File: config.mk
export PLATFORM = sky130hd
export DESIGN_NAME = ps2_key_decoder
export DESIGN_NICKNAME = d
export VERILOG_FILES = /design/src/rtl/ps2_key_decoder.sv
export SDC_FILE = /design/constraint.sdc
export NUM_CORES = 1
export LEC_CHECK = 0
export CORE_UTILIZATION = 40
export DETAILED_ROUTE_END_ITERATION = 10
export PLACE_DENSITY_LB_ADDON = 0.3
export SLEW_MARGIN = 15
export SYNTH_ARGS = -nofsm -noshare
export SYNTH_HDL_FRONTEND = slang
export SYNTH_SLANG_ARGS = --single-unit
File: constraint.sdc
create_clock -name iVGA_CLK -period 2.47 [get_ports iVGA_CLK]
set_clock_uncertainty 0.15 [all_clocks]
set_input_delay 0.494 -clock iVGA_CLK [delete_from_list [all_inputs] [get_ports iVGA_CLK]]
set_output_delay 0.494 -clock iVGA_CLK [all_outputs]
set_load 0.05 [all_outputs]
File: src/rtl/ps2_key_decoder.sv
// PS/2 keyboard receiver with Set-2 decoding of the W/S/O/K paddle keys.
// Define PS2_KEY_ARROWS_EN to also map E0 75 / E0 72 (Up/Down) onto o_out / k_out.
module ps2_key_decoder #(
    parameter int FILTER_LEN     = 4,
    parameter int TIMEOUT_CYCLES = 25000
) (
    input  logic       iVGA_CLK,
    input  logic       iRST_n,
    input  logic       ps2_clk,
    input  logic       ps2_data,
    output logic       w_out,
    output logic       s_out,
    output logic       o_out,
    output logic       k_out,
    output logic [7:0] scan_code,
    output logic       scan_valid,
    output logic       frame_err
);

    localparam int FW = (FILTER_LEN > 1) ? $clog2(FILTER_LEN) : 1;
    localparam int TW = $clog2(TIMEOUT_CYCLES + 1);
    localparam logic [FW-1:0] FLT_LAST = FW'(FILTER_LEN - 1);
    localparam logic [TW-1:0] TO_LAST  = TW'(TIMEOUT_CYCLES - 1);

    typedef enum logic [1:0] {
        IDLE,
        DATA,
        PARITY,
        STOP
    } state_t;

    logic          clk_s1_q;
    logic          clk_s2_q;
    logic          dat_s1_q;
    logic          dat_s2_q;
    logic          clk_flt_q;
    logic [FW-1:0] flt_cnt_q;

    state_t        state_q;
    logic [2:0]    bit_cnt_q;
    logic [7:0]    shift_q;
    logic          par_q;
    logic [TW-1:0] to_cnt_q;
    logic          brk_q;
    logic          ext_q;
    logic          w_q;
    logic          s_q;
    logic          o_q;
    logic          k_q;
    logic [7:0]    scan_code_q;
    logic          scan_valid_q;
    logic          frame_err_q;

    logic          fall_edge;
    logic          frame_ok;
    logic          brk_d;
    logic          ext_d;
    logic          w_d;
    logic          s_d;
    logic          o_d;
    logic          k_d;

`ifdef PS2_KEY_ARROWS_EN
    logic          up_q;
    logic          dn_q;
    logic          up_d;
    logic          dn_d;
`endif

    // Filtered clock commits a new level only after FILTER_LEN equal samples.
    always_ff @(posedge iVGA_CLK or negedge iRST_n) begin
        if (!iRST_n) begin
            clk_s1_q  <= 1'b1;
            clk_s2_q  <= 1'b1;
            dat_s1_q  <= 1'b1;
            dat_s2_q  <= 1'b1;
            clk_flt_q <= 1'b1;
            flt_cnt_q <= '0;
        end else begin
            clk_s1_q <= ps2_clk;
            clk_s2_q <= clk_s1_q;
            dat_s1_q <= ps2_data;
            dat_s2_q <= dat_s1_q;
            if (clk_s2_q == clk_flt_q) begin
                flt_cnt_q <= '0;
            end else if (flt_cnt_q == FLT_LAST) begin
                clk_flt_q <= clk_s2_q;
                flt_cnt_q <= '0;
            end else begin
                flt_cnt_q <= flt_cnt_q + FW'(1);
            end
        end
    end

    assign fall_edge = clk_flt_q && !clk_s2_q && (flt_cnt_q == FLT_LAST);
    assign frame_ok  = dat_s2_q && (^{shift_q, par_q});

    always_comb begin
        brk_d = 1'b0;
        ext_d = 1'b0;
        w_d   = w_q;
        s_d   = s_q;
        o_d   = o_q;
        k_d   = k_q;
`ifdef PS2_KEY_ARROWS_EN
        up_d  = up_q;
        dn_d  = dn_q;
`endif
        if (shift_q == 8'hE0) begin
            ext_d = 1'b1;
            brk_d = brk_q;
        end else if (shift_q == 8'hF0) begin
            brk_d = 1'b1;
            ext_d = ext_q;
        end else if (!ext_q) begin
            case (shift_q)
                8'h1D:   w_d = ~brk_q;
                8'h1B:   s_d = ~brk_q;
                8'h44:   o_d = ~brk_q;
                8'h42:   k_d = ~brk_q;
                default: ;
            endcase
        end else begin
`ifdef PS2_KEY_ARROWS_EN
            case (shift_q)
                8'h75:   up_d = ~brk_q;
                8'h72:   dn_d = ~brk_q;
                default: ;
            endcase
`endif
        end
    end

    always_ff @(posedge iVGA_CLK or negedge iRST_n) begin
        if (!iRST_n) begin
            state_q      <= IDLE;
            bit_cnt_q    <= '0;
            shift_q      <= '0;
            par_q        <= 1'b0;
            to_cnt_q     <= '0;
            brk_q        <= 1'b0;
            ext_q        <= 1'b0;
            w_q          <= 1'b0;
            s_q          <= 1'b0;
            o_q          <= 1'b0;
            k_q          <= 1'b0;
            scan_code_q  <= '0;
            scan_valid_q <= 1'b0;
            frame_err_q  <= 1'b0;
`ifdef PS2_KEY_ARROWS_EN
            up_q         <= 1'b0;
            dn_q         <= 1'b0;
`endif
        end else begin
            scan_valid_q <= 1'b0;
            frame_err_q  <= 1'b0;
            if (fall_edge) begin
                to_cnt_q <= '0;
                unique case (state_q)
                    IDLE: begin
                        if (!dat_s2_q) begin
                            state_q   <= DATA;
                            bit_cnt_q <= '0;
                        end
                    end
                    DATA: begin
                        shift_q   <= {dat_s2_q, shift_q[7:1]};
                        bit_cnt_q <= bit_cnt_q + 3'd1;
                        if (bit_cnt_q == 3'd7) begin
                            state_q <= PARITY;
                        end
                    end
                    PARITY: begin
                        par_q   <= dat_s2_q;
                        state_q <= STOP;
                    end
                    STOP: begin
                        state_q <= IDLE;
                        if (frame_ok) begin
                            scan_code_q  <= shift_q;
                            scan_valid_q <= 1'b1;
                            brk_q        <= brk_d;
                            ext_q        <= ext_d;
                            w_q          <= w_d;
                            s_q          <= s_d;
                            o_q          <= o_d;
                            k_q          <= k_d;
`ifdef PS2_KEY_ARROWS_EN
                            up_q         <= up_d;
                            dn_q         <= dn_d;
`endif
                        end else begin
                            frame_err_q <= 1'b1;
                            brk_q       <= 1'b0;
                            ext_q       <= 1'b0;
                        end
                    end
                    default: state_q <= IDLE;
                endcase
            end else if (state_q != IDLE) begin
                // A stalled frame is abandoned so the next start bit resyncs.
                if (to_cnt_q == TO_LAST) begin
                    state_q     <= IDLE;
                    to_cnt_q    <= '0;
                    frame_err_q <= 1'b1;
                    brk_q       <= 1'b0;
                    ext_q       <= 1'b0;
                end else begin
                    to_cnt_q <= to_cnt_q + TW'(1);
                end
            end
        end
    end

    assign w_out      = w_q;
    assign s_out      = s_q;
`ifdef PS2_KEY_ARROWS_EN
    assign o_out      = o_q | up_q;
    assign k_out      = k_q | dn_q;
`else
    assign o_out      = o_q;
    assign k_out      = k_q;
`endif
    assign scan_code  = scan_code_q;
    assign scan_valid = scan_valid_q;
    assign frame_err  = frame_err_q;

endmodule
## Yosys cells after proc, flatten, opt, wreduce, memory -nomap -nowiden

Cells that the tools add are included.

| storage, ports and cells | value |
|---|---|
| output and inout port bits | 14 |
| bits of input ports | 4 |
| logic and storage cells | 102 |
| bits in registers | 52 |

| operators by class | value |
|---|---|
| equality and inequality tests | 19 |
| bitwise logic cells | 5 |
| $add $sub $neg | 3 |
| mux-type cells | 33 |
| reductions and logical operators | 22 |

Operator list:

| kind | count |
|---|---|
| 15-bit 2-to-1 mux | 3 |
| 7-bit AND reduction | 4 |
| 1-bit 2-to-1 mux | 20 |
| 8-bit by 5-bit == test with 1-bit output, second input constant | 2 |
| 8-bit by 7-bit == test with 1-bit output, second input constant | 2 |
| 8-bit == test, second input constant | 2 |
| 15-bit by 1-bit adder with 15-bit output, second input constant | 1 |
| 15-bit == test, second input constant | 1 |
| 2-bit 2-to-1 mux | 7 |
| 4-bit AND reduction | 3 |
| 3-bit inequality test, second input constant | 3 |
| 9-bit parity | 1 |
| 2-bit case mux with 4 select lines | 1 |
| 2-bit nonzero test | 4 |
| 2-bit == test, second input constant | 3 |
| 3-bit case mux with 2 select lines | 1 |
| 2-bit AND reduction | 3 |
| 3-bit AND reduction | 2 |
| 1-bit inverter | 5 |
| 4-bit inequality test, second input constant | 1 |
| 3-bit by 1-bit adder with 3-bit output, second input constant | 1 |
| 3-bit == test, second input constant | 1 |
| 1-bit logical AND | 3 |
| 3-bit 2-to-1 mux | 1 |
| other kinds (7) | 7 |

## Longest topological paths before layout

Gate-level depths: netlist of the first run.

| logic depth | value |
|---|---|
| word-level depth | 6 |
| depth in mapped cells | 8 |
| mapped depth without buffers | 7 |

## Worst setup path after synthesis of the first run

No wires, ideal clock.

| timing path | value |
|---|---|
| kind | flip-flop to flip-flop |
| start | reg to_cnt_q[11] |
| end | reg state_q[1] |
| cell stages (with the launch flop) | 6 |
| clock period less this slack | 2.310 ns |
| data required time | 2.241 ns |
| arrival | 2.081 ns |
| setup slack | 0.160 ns |
| cell sequence | dfrtp_1 -> or4b_4 -> or4_4 -> o21ai_4 -> o211a_4 -> mux2i_1 |

| between the ends | value |
|---|---|
| cells in the longest elaborated chain, start to end | 3 |

RTL lines:

| what | RTL line | text |
|---|---|---|
| from (decl) | 43 | `logic [TW-1:0] to_cnt_q;` |
| from (signal assigned) | 209 | `to_cnt_q <= to_cnt_q + TW'(1);` |
| 15-bit == test | 202 | `if (to_cnt_q == TO_LAST) begin` |
| 2-bit nonzero test (no line) | n/a |  |
| 4-bit AND reduction (no line) | n/a |  |
| to (signal assigned) | 178 | `state_q <= IDLE;` |
| to (signal assigned) | 198 | `default: state_q <= IDLE;` |
| to (signal assigned) | 203 | `state_q <= IDLE;` |
| to (decl) | 39 | `state_t state_q;` |

No other way between the ends.
A chain may end at the register's enable or synchronous reset.

## Worst setup path after layout of the first run

| timing path | value |
|---|---|
| start | reg to_cnt_q[11] |
| end | reg state_q[0] |

Same word-level chain as after synthesis.

==> results of run 1 <==
==> power by group through the flow <==
stage | logic [mW] | clock network, mW | registers, mW
6_report | 0.0922 | 0.787 | 0.899
3_5_place_dp | 0.0949 | 0 | 0.916
2_1_floorplan | 0.0593 | 0 | 0.910
3_3_place_gp | 0.0910 | 0 | 0.913
5_1_grt | 0.106 | 0.845 | 0.903
4_1_cts | 0.0954 | 0.808 | 0.900
==> state kept, by name, indices dropped and copies added, names as in the netlist, 2 cells and up <==
register	flops
scan_code	8
to_cnt_q	15
shift_q	8
state_q	2
flt_cnt_q	2
bit_cnt_q	3
==> area by class of cell <==
cell class | instances | area, um2
Fill cell | 556 | 3020
Sequential cell | 52 | 1310
Multi-Input combinational cell | 151 | 1100
Timing Repair Buffer | 26 | 233
Tap cell | 75 | 93.8
Clock inverter | 3 | 90.1
Clock buffer | 5 | 68.8
Inverter | 13 | 48.8
==> cell families after synthesis <==
group / count (synthesis) / share of synthesized area
simple gates: 75 / 0.157
flops: 52 / 0.528
compound gates: 29 / 0.0813
mux: 21 / 0.0924
xor+xnor: 17 / 0.0657
buf+inv: 17 / 0.0308
fa+ha+maj: 9 / 0.0455
==> cell usage in the layout, fill, tap and decap left out, drive strengths merged, types with 2 or more instances in the layout <==
cell / n
dfstp: 5
inv: 13
o31ai: 2
nand4b: 3
a21oi: 4
nor2b: 3
or4: 2
nor3: 4
xor2: 8
xnor2: 8
dfrtp: 47
ha: 9
nand4: 6
a21boi: 2
mux2: 15
a21o: 3
o21ai: 13
mux2i: 6
clkbuf: 5
nand3: 6
a32o: 2
nor2: 16
bufinv: 3
clkdlybuf4s50: 16
buf: 10
nor4: 7
nand2: 22
==> stage by stage <==
stage	setup slack [ps]	utilization	hold WS [ps]	area, um2	total power [mW]
4_1_cts	106	0.493	168	2940	1.80
3_5_place_dp	170	0.466	197	2780	1.01
2_1_floorplan	160	-	48.4	2480	0.970
5_1_grt	71.6	0.494	197	2940	1.85
3_3_place_gp	247	0.466	196	2780	1.00
6_report	150	0.494	134	2940	1.78
==> routing by layer <==
layer  vias to the layer above  share of wire  track usage
met3                         9          0.033       0.0352
met1                       837           0.49        0.203
li1                        828              -            -
met4                         0          0.013       0.0571
met5                         -              0            0
met2                        27           0.46        0.246
==> worst min-delay path by stage <==
stage             start           end  slack, ps
2_1_floorplan    iRST_n  bit_cnt_q[0]         50
3_3_place_gp   clk_s1_q      clk_s2_q        200
3_5_place_dp   dat_s1_q      dat_s2_q        200
4_1_cts          iRST_n  scan_code[4]        170
5_1_grt          iRST_n  scan_code[4]        200
6_report         iRST_n  scan_code[4]        130
==> summary.txt, run 1 <==
Setup path
  • Crit path DAT: 2400 ps
  • CP endpoint kind: register
  • Slowest CP cell: or4_4
  • Worst path bufs/invs: 0
  • Worst setup startpoint: to_cnt_q[11]
  • Cells on worst reg2reg path: 5
  • Worst path cell trace: or4b_4, or4_4, o21ai_4, o211a_4, mux2i_1
  • Crit-path leading delay family: simple AND/OR/NAND/NOR gates
  • Worst setup path endpoint: state_q[0]
  • Cell count along the critical path: 5
  • CP max FO: 5
  • Req. time, crit path: 2550 ps
  • Reg-to-reg slack, setup: 150 ps
  • Reg-to-Reg End: state_q[0]
  • Worst R2R Start: to_cnt_q[11]
  • CP Launch Type: register
  • Critical path type: reg -> reg
  • CP max stage delay: 580 ps

Logic synthesis
  • Mean Syn Cell Area: 11.3 um2
  • Synth top area cells: dfrtp_1 47%, mux2_2 6.8%, dfstp_2 5.3%
  • Syn nets: 233
  • Cell variety after synth: 40
  • Post-synth EDFFs: 0
  • Synth cell count leaders: 47 x dfrtp_1, 22 x nand2_1, 16 x nor2_1
  • Most used DFF post-synth: dfrtp_1
  • Seq cells post-synth: 52
  • Mapped cell area: 2480 um2
  • Post-synthesis sequential area ratio: 0.528
  • Mapped Cells: 220
  • Yosys top cell area share: 0.475
  • Synth warn: 0
  • Most numerous cell in the Yosys netlist: dfrtp_1
  • Asr flop ratio synth: 1.00
  • Yosys top cell by area: dfrtp_1

Clock tree
  • CTS buffer count: 5
  • Post-CTS Setup Bufs: 0
  • # clock sinks: 52
  • Post-cts resize count: 0
  • Clk_lat worst skew: 310 ps
  • Htree depth: 2
  • CTS Hold Bufs: 0
  • Max Root-Sink Buffers: 2
  • CTS tree: done
  • Clock Tree Root: clkbuf_8
  • Clk slew on worst S/H paths: 90 ps

Detailed routing
  • Initial DRC Count: 55
  • Routed vias: 1701
  • Drt pass-1 iters: 4
  • WL per Instance: 13.6 um
  • DR DRC count: 0
  • DRT antenna net count: 0
  • DR vias/cell: 5.23
  • Routed WL: 4.43 mm

Pwr
  • Clock network fraction of total power: 0.443
  • Leak pwr: 1.36 nW
  • Flop pwr share: 0.505
  • Gate power share: 0.052
  • Int Power: 1.43 mW
  • VDD IR-drop max: 0.436 mV
  • Switching share of power: 0.198
  • PD cells: 605 nW/um2
  • Net switching power: 0.351 mW

Status
  • Status: completed

Timing
  • Tcrit/Tclk final: 0.939
  • Slew @ Worst Pin: 666 ps
  • Slew HR: 0.556
  • Max-slew violations: 0
  • Final Hold Viols: 0
  • Fin Setup TNS: 0 ps
  • Setup-failing EPs final: 0
  • F_max: 431 MHz
  • Minimum clock period: 2320 ps
  • RSZ-0062 raised after global routing: no

Final layout
  • Nets: 262
  • Share of cells above drive strength 1: 0.172
  • ANT cells: 0
  • Non-Filler Instances: 325
  • P&R area growth vs syn: 18.7%

Global routing
  • Initial antenna violation count: 0
  • Overall Global Routing Usage: 0.154
  • First-pass GRT wire length: 7.58 mm
  • Grt ovf: 0
  • Number of global-route vias before repair: 1640
  • Pin count of the biggest net entering global routing: 53

Floorplan
  • Die Ht: 80.7 um
  • Core ar.: 5960 um2
  • Initial Utilization: 0.416
  • Row count: 28
  • Total I/O pin count: 18
  • Die area: 6510 um2
  • Die Width: 80.7 um

Job
  • Max cap viols: 0

Placement
  • IO Port Bufs: 17
  • Final GP Congestion: 0.827
  • HPWL after DPL: 3.04 mm
  • Dpl cells: 317

Hold path
  • Hold Path Class: in -> async
No activity file was read; power rests on OpenSTA's default activity.
==> run 2: changes to the inputs <==
==> constraint.sdc (replaced) <==
create_clock -name iVGA_CLK -period 2.95 [get_ports iVGA_CLK]
set_clock_uncertainty 0.15 [all_clocks]
set_input_delay 0.59 -clock iVGA_CLK [delete_from_list [all_inputs] [get_ports iVGA_CLK]]
set_output_delay 0.59 -clock iVGA_CLK [all_outputs]
set_load 0.05 [all_outputs]
==> run 2 against run 1 <==
- worst hold slack improved by 72 ps
- fmax down 7.0%
- non-clock buffer count shrank 4
- combinational power decreased by 18%
- register-to-register slack improved by 300 ps
==> summary.txt, run 2 (same netlist as run 1, synthesis figures left out) <==
Global routing
  • Pin count of the biggest net entering global routing: 53
  • Grt ovf: 0
  • Number of global-route vias before repair: 1787
  • Initial antenna violation count: 0
  • Overall Global Routing Usage: 0.164
  • First-pass GRT wire length: 8.23 mm

Hold path
  • Hold Path Class: reg -> reg
  • Hold path cells: 0

Final layout
  • Final instance area: 2860 um2
  • Area of the multi-input gates: 1090 um2
  • Most common cell after layout, fill and taps aside: dfrtp_1
  • Largest register FFs: 15
  • Nets: 258
  • Number of fillers in the final layout: 558
  • Commonest non-fill, non-tap cells in the layout: 47 x dfrtp_1, 22 x nand2_1, 16 x nor2_1, 16 x clkdlybuf4s50_1, 15 x mux2_2
  • P&R area growth vs syn: 15.4%
  • Share of cells above drive strength 1: 0.150
  • Reg area: 1310 um2
  • ANT cells: 0
  • Non-Filler Instances: 321
  • Register bank with the most flops: to_cnt_q

Setup path
  • Cell count along the critical path: 5
  • Crit-path leading delay family: simple AND/OR/NAND/NOR gates
  • CP endpoint kind: register
  • Critical path type: reg -> reg
  • CP Launch Type: register
  • Slowest CP cell: or4_4
  • Req. time, crit path: 3020 ps
  • CP max stage delay: 580 ps
  • Cells on worst reg2reg path: 5
  • Worst path cell trace: or4b_4, or4_4, o21ai_4, o211a_4, mux2i_1
  • Crit path DAT: 2570 ps
  • CP max FO: 10
  • Worst path bufs/invs: 0

Pwr
  • Leak pwr: 1.32 nW
  • PD cells: 461 nW/um2
  • VDD IR-drop max: 0.266 mV

Detailed routing
  • WL per Instance: 13.8 um
  • Initial DRC Count: 101
  • DR vias/cell: 5.22
  • Routed vias: 1677
  • DRT antenna net count: 0
  • DR DRC count: 0
  • Drt pass-1 iters: 4
  • Routed WL: 4.44 mm

Timing
  • Slew @ Worst Pin: 638 ps
  • RSZ-0062 raised after global routing: no
  • Slew HR: 0.574
  • Minimum clock period: 2500 ps
  • F_max: 401 MHz
  • Max-slew violations: 0
  • Final Hold Viols: 0
  • Tcrit/Tclk final: 0.846
  • Fin Setup TNS: 0 ps
  • Setup-failing EPs final: 0
  • Setup WS post-layout: 455 ps
  • WHS: 206 ps

Clock tree
  • CTS tree: done
  • CTS Hold Bufs: 0
  • Clk_lat worst skew: 300 ps
  • Post-CTS Setup Bufs: 0
  • Clk slew on worst S/H paths: 100 ps
  • # clock sinks: 52
  • Htree depth: 2
  • Post-cts resize count: 0
  • Clock Tree Root: clkbuf_8
  • CTS buffer count: 5
  • Max Root-Sink Buffers: 2

Placement
  • Pre-CTS setup slack: 454 ps
  • Post-Place Cell Area: 2750 um2
  • HPWL after DPL: 3.09 mm
  • Dpl cells: 313
  • Final GP Congestion: 0.763
  • IO Port Bufs: 17

Floorplan
  • Total I/O pin count: 18
  • Die Ht: 80.7 um
  • Die area: 6510 um2
  • Row count: 28
  • Die Width: 80.7 um
  • Initial Utilization: 0.416
  • Core ar.: 5960 um2

Status
  • Status: completed

Job
  • Max cap viols: 0
[run 2: cell types whose count changed in the layout (fill, tap and decap cells not counted), sizes merged]
cell / delta
buf: -4
bufinv: -2
clkbuf: +1
inv: +1
[run 2: layout make-up]
type	count	area share
clock buffers	6	0.0254
clock inverters	2	0.0136
inverters	13	0.0171
multi-input cells	151	0.383
flip-flops and latches	52	0.458
well taps	75	0.0328
repair buffers	22	0.0709
[run 2: per-stage QoR]
stage / util / total power [mW]
final: 0.480 / 1.32
after global placement: 0.461 / 0.840
after floorplan: - / 0.812
after CTS: 0.480 / 1.34
after global routing: 0.480 / 1.38
after detailed placement: 0.461 / 0.842
[run 2: final timing paths]
check / startpoint / end / slack, ps
worst max register to register: to_cnt_q[11] / state_q[0] / 450
worst min-delay path: dat_s1_q / dat_s2_q / 210
worst max-delay path: to_cnt_q[11] / state_q[0] / 450
max in group asynchronous: iRST_n / state_q[1] / 1980
min in group asynchronous: iRST_n / scan_code[3] / 240
worst min register to register: dat_s1_q / dat_s2_q / 210
[run 2: power breakdown]
group | internal (mW) | total (mW) | switching (mW)
Combinational | 0.0294 | 0.0753 | 0.0459
Clock | 0.257 | 0.490 | 0.233
Sequential | 0.740 | 0.752 | 0.0111
[run 2: per-layer routing]
layer / routed length, um / part of all wire / global-route usage
met1: 2210 / 0.50 / 0.218
met4: 40 / 0.0090 / 0.0446
met2: 2070 / 0.47 / 0.273
met3: 115 / 0.026 / 0.0341
met5: 0 / 0 / 0
